**config.mk**
```make
export PLATFORM = sky130hd
export DESIGN_NAME = game_timer_ctl
export DESIGN_NICKNAME = d
export VERILOG_FILES = /design/src/rtl/game_timer_ctl.sv
export SDC_FILE = /design/constraint.sdc
export NUM_CORES = 1
export LEC_CHECK = 0
export ABC_CLOCK_PERIOD_IN_PS = 3950
export CORE_ASPECT_RATIO = 0.7
export CORE_MARGIN = 2
export CORE_UTILIZATION = 61
export DETAILED_ROUTE_END_ITERATION = 10
export GPL_TIMING_DRIVEN = 0
export PLACE_DENSITY_LB_ADDON = 0.1
export SLEW_MARGIN = 10
export SYNTH_ARGS = -nofsm -noshare
export SYNTH_HDL_FRONTEND = slang
export SYNTH_SLANG_ARGS = --single-unit
```
**constraint.sdc**
```tcl
create_clock -name pclk -period 3.95 [get_ports pclk]
set_input_delay 0.5925 -clock pclk [delete_from_list [all_inputs] [get_ports pclk]]
set_output_delay 0.5925 -clock pclk [all_outputs]
set_load 0.1 [all_outputs]
```
**src/rtl/game_timer_ctl.sv**
```systemverilog
// rtl/game_timer_ctl.sv - GAME-state countdown timer with binary and BCD seconds remaining
// Optional pause input is built only when GAME_TIMER_PAUSE_EN is defined.
module game_timer_ctl #(
  parameter int CLK_HZ   = 40_000_000,
  parameter int GAME_SEC = 30
) (
  input  logic       pclk,
  input  logic       rst,
  input  logic       start,
  input  logic       abort,
`ifdef GAME_TIMER_PAUSE_EN
  input  logic       pause,
`endif
  output logic       running,
  output logic       sec_tick,
  output logic       game_timer,
  output logic [6:0] sec_left,
  output logic [7:0] sec_bcd
);

  localparam int             PW       = (CLK_HZ > 1) ? $clog2(CLK_HZ) : 1;
  localparam logic [PW-1:0]  PS_LAST  = PW'(CLK_HZ - 1);
  localparam logic [6:0]     SEC_INIT = 7'(GAME_SEC);
  localparam logic [7:0]     BCD_INIT = {4'(GAME_SEC / 10), 4'(GAME_SEC % 10)};

  if (GAME_SEC < 1 || GAME_SEC > 99) begin : g_bad_game_sec
    $error("game_timer_ctl: GAME_SEC must be in 1..99");
  end
  if (CLK_HZ < 2 || CLK_HZ > 67108864) begin : g_bad_clk_hz
    $error("game_timer_ctl: CLK_HZ must be in 2..2^26");
  end

  typedef enum logic {IDLE, RUN} state_t;

  state_t        state, state_nx;
  logic [PW-1:0] prescaler, prescaler_nx;
  logic          running_nx, sec_tick_nx, game_timer_nx;
  logic [6:0]    sec_left_nx;
  logic [7:0]    sec_bcd_nx;
  logic [7:0]    bcd_dec;
  logic          hold, wrap, expire, do_start;

`ifdef GAME_TIMER_PAUSE_EN
  assign hold = pause;
`else
  assign hold = 1'b0;
`endif

  // abort outranks both a (re)start and a wrap on the same cycle
  assign do_start = start && !abort;
  assign wrap     = (state == RUN) && !abort && !start && !hold && (prescaler == PS_LAST);
  assign expire   = wrap && (sec_left == 7'd1);

  // BCD decrement tracks sec_left - 1 so both views always agree
  always_comb begin
    bcd_dec = sec_bcd;
    if (sec_bcd[3:0] == 4'd0)
      bcd_dec = {sec_bcd[7:4] - 4'd1, 4'd9};
    else
      bcd_dec = {sec_bcd[7:4], sec_bcd[3:0] - 4'd1};
  end

  always_ff @(posedge pclk or posedge rst) begin
    if (rst)
      state <= IDLE;
    else
      state <= state_nx;
  end

  always_comb begin
    state_nx = state;
    case (state)
      IDLE: if (do_start) state_nx = RUN;
      RUN: begin
        if (abort)
          state_nx = IDLE;
        else if (start)
          state_nx = RUN;
        else if (expire)
          state_nx = IDLE;
      end
      default: state_nx = IDLE;
    endcase
  end

  always_comb begin
    prescaler_nx  = prescaler;
    running_nx    = running;
    sec_tick_nx   = 1'b0;
    game_timer_nx = 1'b0;
    sec_left_nx   = sec_left;
    sec_bcd_nx    = sec_bcd;
    case (state)
      IDLE: begin
        if (do_start) begin
          prescaler_nx = '0;
          running_nx   = 1'b1;
          sec_left_nx  = SEC_INIT;
          sec_bcd_nx   = BCD_INIT;
        end
      end
      RUN: begin
        if (abort) begin
          prescaler_nx = '0;
          running_nx   = 1'b0;
        end else if (start) begin
          prescaler_nx = '0;
          running_nx   = 1'b1;
          sec_left_nx  = SEC_INIT;
          sec_bcd_nx   = BCD_INIT;
        end else if (!hold) begin
          if (wrap) begin
            prescaler_nx = '0;
            sec_tick_nx  = 1'b1;
            sec_left_nx  = sec_left - 7'd1;
            sec_bcd_nx   = bcd_dec;
            if (expire) begin
              game_timer_nx = 1'b1;
              running_nx    = 1'b0;
            end
          end else begin
            prescaler_nx = prescaler + PW'(1);
          end
        end
      end
      default: running_nx = 1'b0;
    endcase
  end

  always_ff @(posedge pclk or posedge rst) begin
    if (rst) begin
      prescaler  <= '0;
      running    <= 1'b0;
      sec_tick   <= 1'b0;
      game_timer <= 1'b0;
      sec_left   <= SEC_INIT;
      sec_bcd    <= BCD_INIT;
    end else begin
      prescaler  <= prescaler_nx;
      running    <= running_nx;
      sec_tick   <= sec_tick_nx;
      game_timer <= game_timer_nx;
      sec_left   <= sec_left_nx;
      sec_bcd    <= sec_bcd_nx;
    end
  end

endmodule

```
==> results.cfg <==
[synthesis]
synth_cell_types = 43
yosysTopAreaCellShare = 0.408
synth_nets = 265
synth_top_area_cell = dfrtp_1
yosys_warnings = 0
synth-edff-count = 0
synthArstFlopShare = 1.00
synth_cells = 255
syn-cell-area_sq_um = 2390
ys_seq_elements = 45
yosysSeqAreaShare = 0.474
synth_area_per_cell_sq_um = 9.39
synth_top_cells_by_area = dfrtp_1, dfstp_2, nor2_1
synthFlopType = dfrtp_1

[cells_and_area]
nets = 294
seq_area_sq_um = 1130
multi_input_area_sq_um = 1180
final_area_sq_um = 2770
antenna-diode-count = 0
nFillCells = 318
area_growth_pct = 15.8
final_common_cell = dfrtp_1
layout-drive-gt1-share = 0.0737
layout_common_cells = dfrtp_1, nor2_1, nand2_1

[floorplanning]
core_sq_um = 3850
rows = 19
die_w_microns = 78.9
start_util = 0.622
ios = 22
die_area_sq_um = 4450
die_y_microns = 56.4

[hold_path]
holdCritPathClass = reg -> reg

[clock_network]
htree_levels = 2
post-cts-setup-buffer-count = 0
ctsResizeCount = 0
ctsHoldBuffers = 0
cts_tree = built
root_buffer = clkbuf_8
clock_latency_ns = 0.30
cts.sinks = 45
cts.clk_slew.worst_paths_ns = 0.08
cts_buffers = 5
clockBufferDepth = 2

[sta]
setup_viol = 0
timing.setup.tns_ns = 0
timing.final.crit_share = 0.676
rsz0062_at_grt = false
fmax_mhz = 374
period_minus_slack_ns = 2.67
report.final.hold_viol_count = 0
skew_ns = 0.00789
maxSlewHeadroom = 0.254
worstMarginPinSlew_ns = 1.11
maxSlewViolCount = 0

[worst_setup_path]
end_kind = flip-flop
required_ns = 4.12
worstPathArrival_ns = 2.84
critical_path_class = reg -> reg
start_kind = flip-flop
critPathMaxFanout = 8

[pwr]
powerDensity_nw_per_um2 = 301
leakagePower_nw = 1.16
vdd_drop_max_uv = 209

[global_routing]
overflow = 0
grt_max_degree = 37
grt_pass1_vias = 1865
grt_pass1_wl_microns = 8650
grt_use_total = 0.251
antenna_found_initial = 0

[outcome]
outcome = finished, final reports clean

[route]
antenna_left = 0
firstDrtPassIters = 5
first_iter_violations = 126
route.detailed.drc = 0
viasPerCell = 5.94
routed_wl_microns = 5080
vias = 2002
wire_per_inst_microns = 15.1

[place]
finalWeightedCongestion = 0.808
place_hpwl_microns = 3660
placed_area_sq_um = 2690
port_buffers = 21

[run]
max_cap_violations = 0
-- final timing paths --
kind                                                 from                         to  slack (ns)  cells after the start
worst max-delay path            prescaler[19]$_DFFE_PP0P_            state$_DFF_PP0_        1.28                      5
worst min-delay path               sec_bcd[5]$_DFFE_PP1P_     sec_bcd[5]$_DFFE_PP1P_        0.51                      2
worst max register to register  prescaler[19]$_DFFE_PP0P_            state$_DFF_PP0_        1.28                      5
worst min register to register     sec_bcd[5]$_DFFE_PP1P_     sec_bcd[5]$_DFFE_PP1P_        0.51                      2
max in group asynchronous                             rst     sec_bcd[4]$_DFFE_PP1P_        2.89                      3
min in group asynchronous                             rst  prescaler[22]$_DFFE_PP0P_        0.52                      2
-- layer usage --
layer | wire, microns | share of wire | track usage | vias up
met5 | 0 | 0 | 0 | -
met4 | 46 | 0.0090 | 0.0665 | 0
met3 | 322 | 0.063 | 0.0659 | 6
met2 | 2250 | 0.44 | 0.364 | 64
met1 | 2470 | 0.49 | 0.376 | 939
li1 | - | - | - | 993
-- per-stage QoR --
step                utilization  std cells  power (mW)  hold WS, ns  setup WS [ns]
floorplan                     -        255       0.542        0.476           1.52
finish                    0.720        337       0.833        0.513           1.28
CTS                       0.720        337       0.839        0.518           1.29
global route              0.720        337       0.866        0.539           1.03
detailed placement        0.698        329       0.568        0.503           1.24
global placement          0.693        328       0.564        0.502           1.28
-- Yosys cell counts (all sizes together), types with 2 or more instances --
cell / n
dfrtp: 39
nand4: 13
o311ai: 3
nor2b: 3
or4: 3
nand3: 16
or3: 2
nand2: 22
nor3: 8
xnor2: 3
ha: 6
clkbuf: 9
a21o: 6
nor4b: 2
nor4: 5
inv: 11
dfstp: 6
or4b: 4
or3b: 2
a31oi: 7
xor2: 10
o21ai: 13
and3: 3
a22oi: 2
nor2: 26
a21oi: 13
nand2b: 3
a22o: 3
o31ai: 3
-- kinds of logic (layout without fill, tap and decap cells) --
group,count (synthesis),in the layout,share of synthesized area
AOI/OAI and AO/OA,55,55,0.148
xor gates and xnor gates,13,13,0.0476
adders and majority gates,6,6,0.0314
buffers and inverters,20,50,0.0314
DFF,45,45,0.474
muxes,1,1,0.00418
and+or+nand+nor,115,115,0.263
-- final cells by class --
| type | instances | area share |
|---|---|---|
| Sequential cell | 45 | 0.409 |
| Tap cell | 52 | 0.0235 |
| Clock buffer | 6 | 0.0262 |
| Buffer | 9 | 0.0122 |
| Multi-Input combinational cell | 190 | 0.428 |
| Timing Repair Buffer | 22 | 0.0831 |
| Inverter | 11 | 0.0149 |
| Clock inverter | 2 | 0.00361 |
-- critical path: stages, from the launching register on --
cell and delay [ns]:
dfrtp_1 0.43, or4b_1 0.60, nor4_4 0.56, nand3_2 0.31
nor4b_2 0.50, o31ai_1 0.13
-- report_power, final --
part           switching (mW)  internal (mW)
clock                   0.152          0.123
sequential            0.00617          0.467
combinational          0.0626         0.0221
-- state kept, by name, summed over array words and instances (netlist names) --
name	count
state	1
running	1
prescaler	26
sec_left	7
sec_bcd	8
sec_tick	1
game_timer	1
Note: power is estimated with default switching activity, not from simulation.
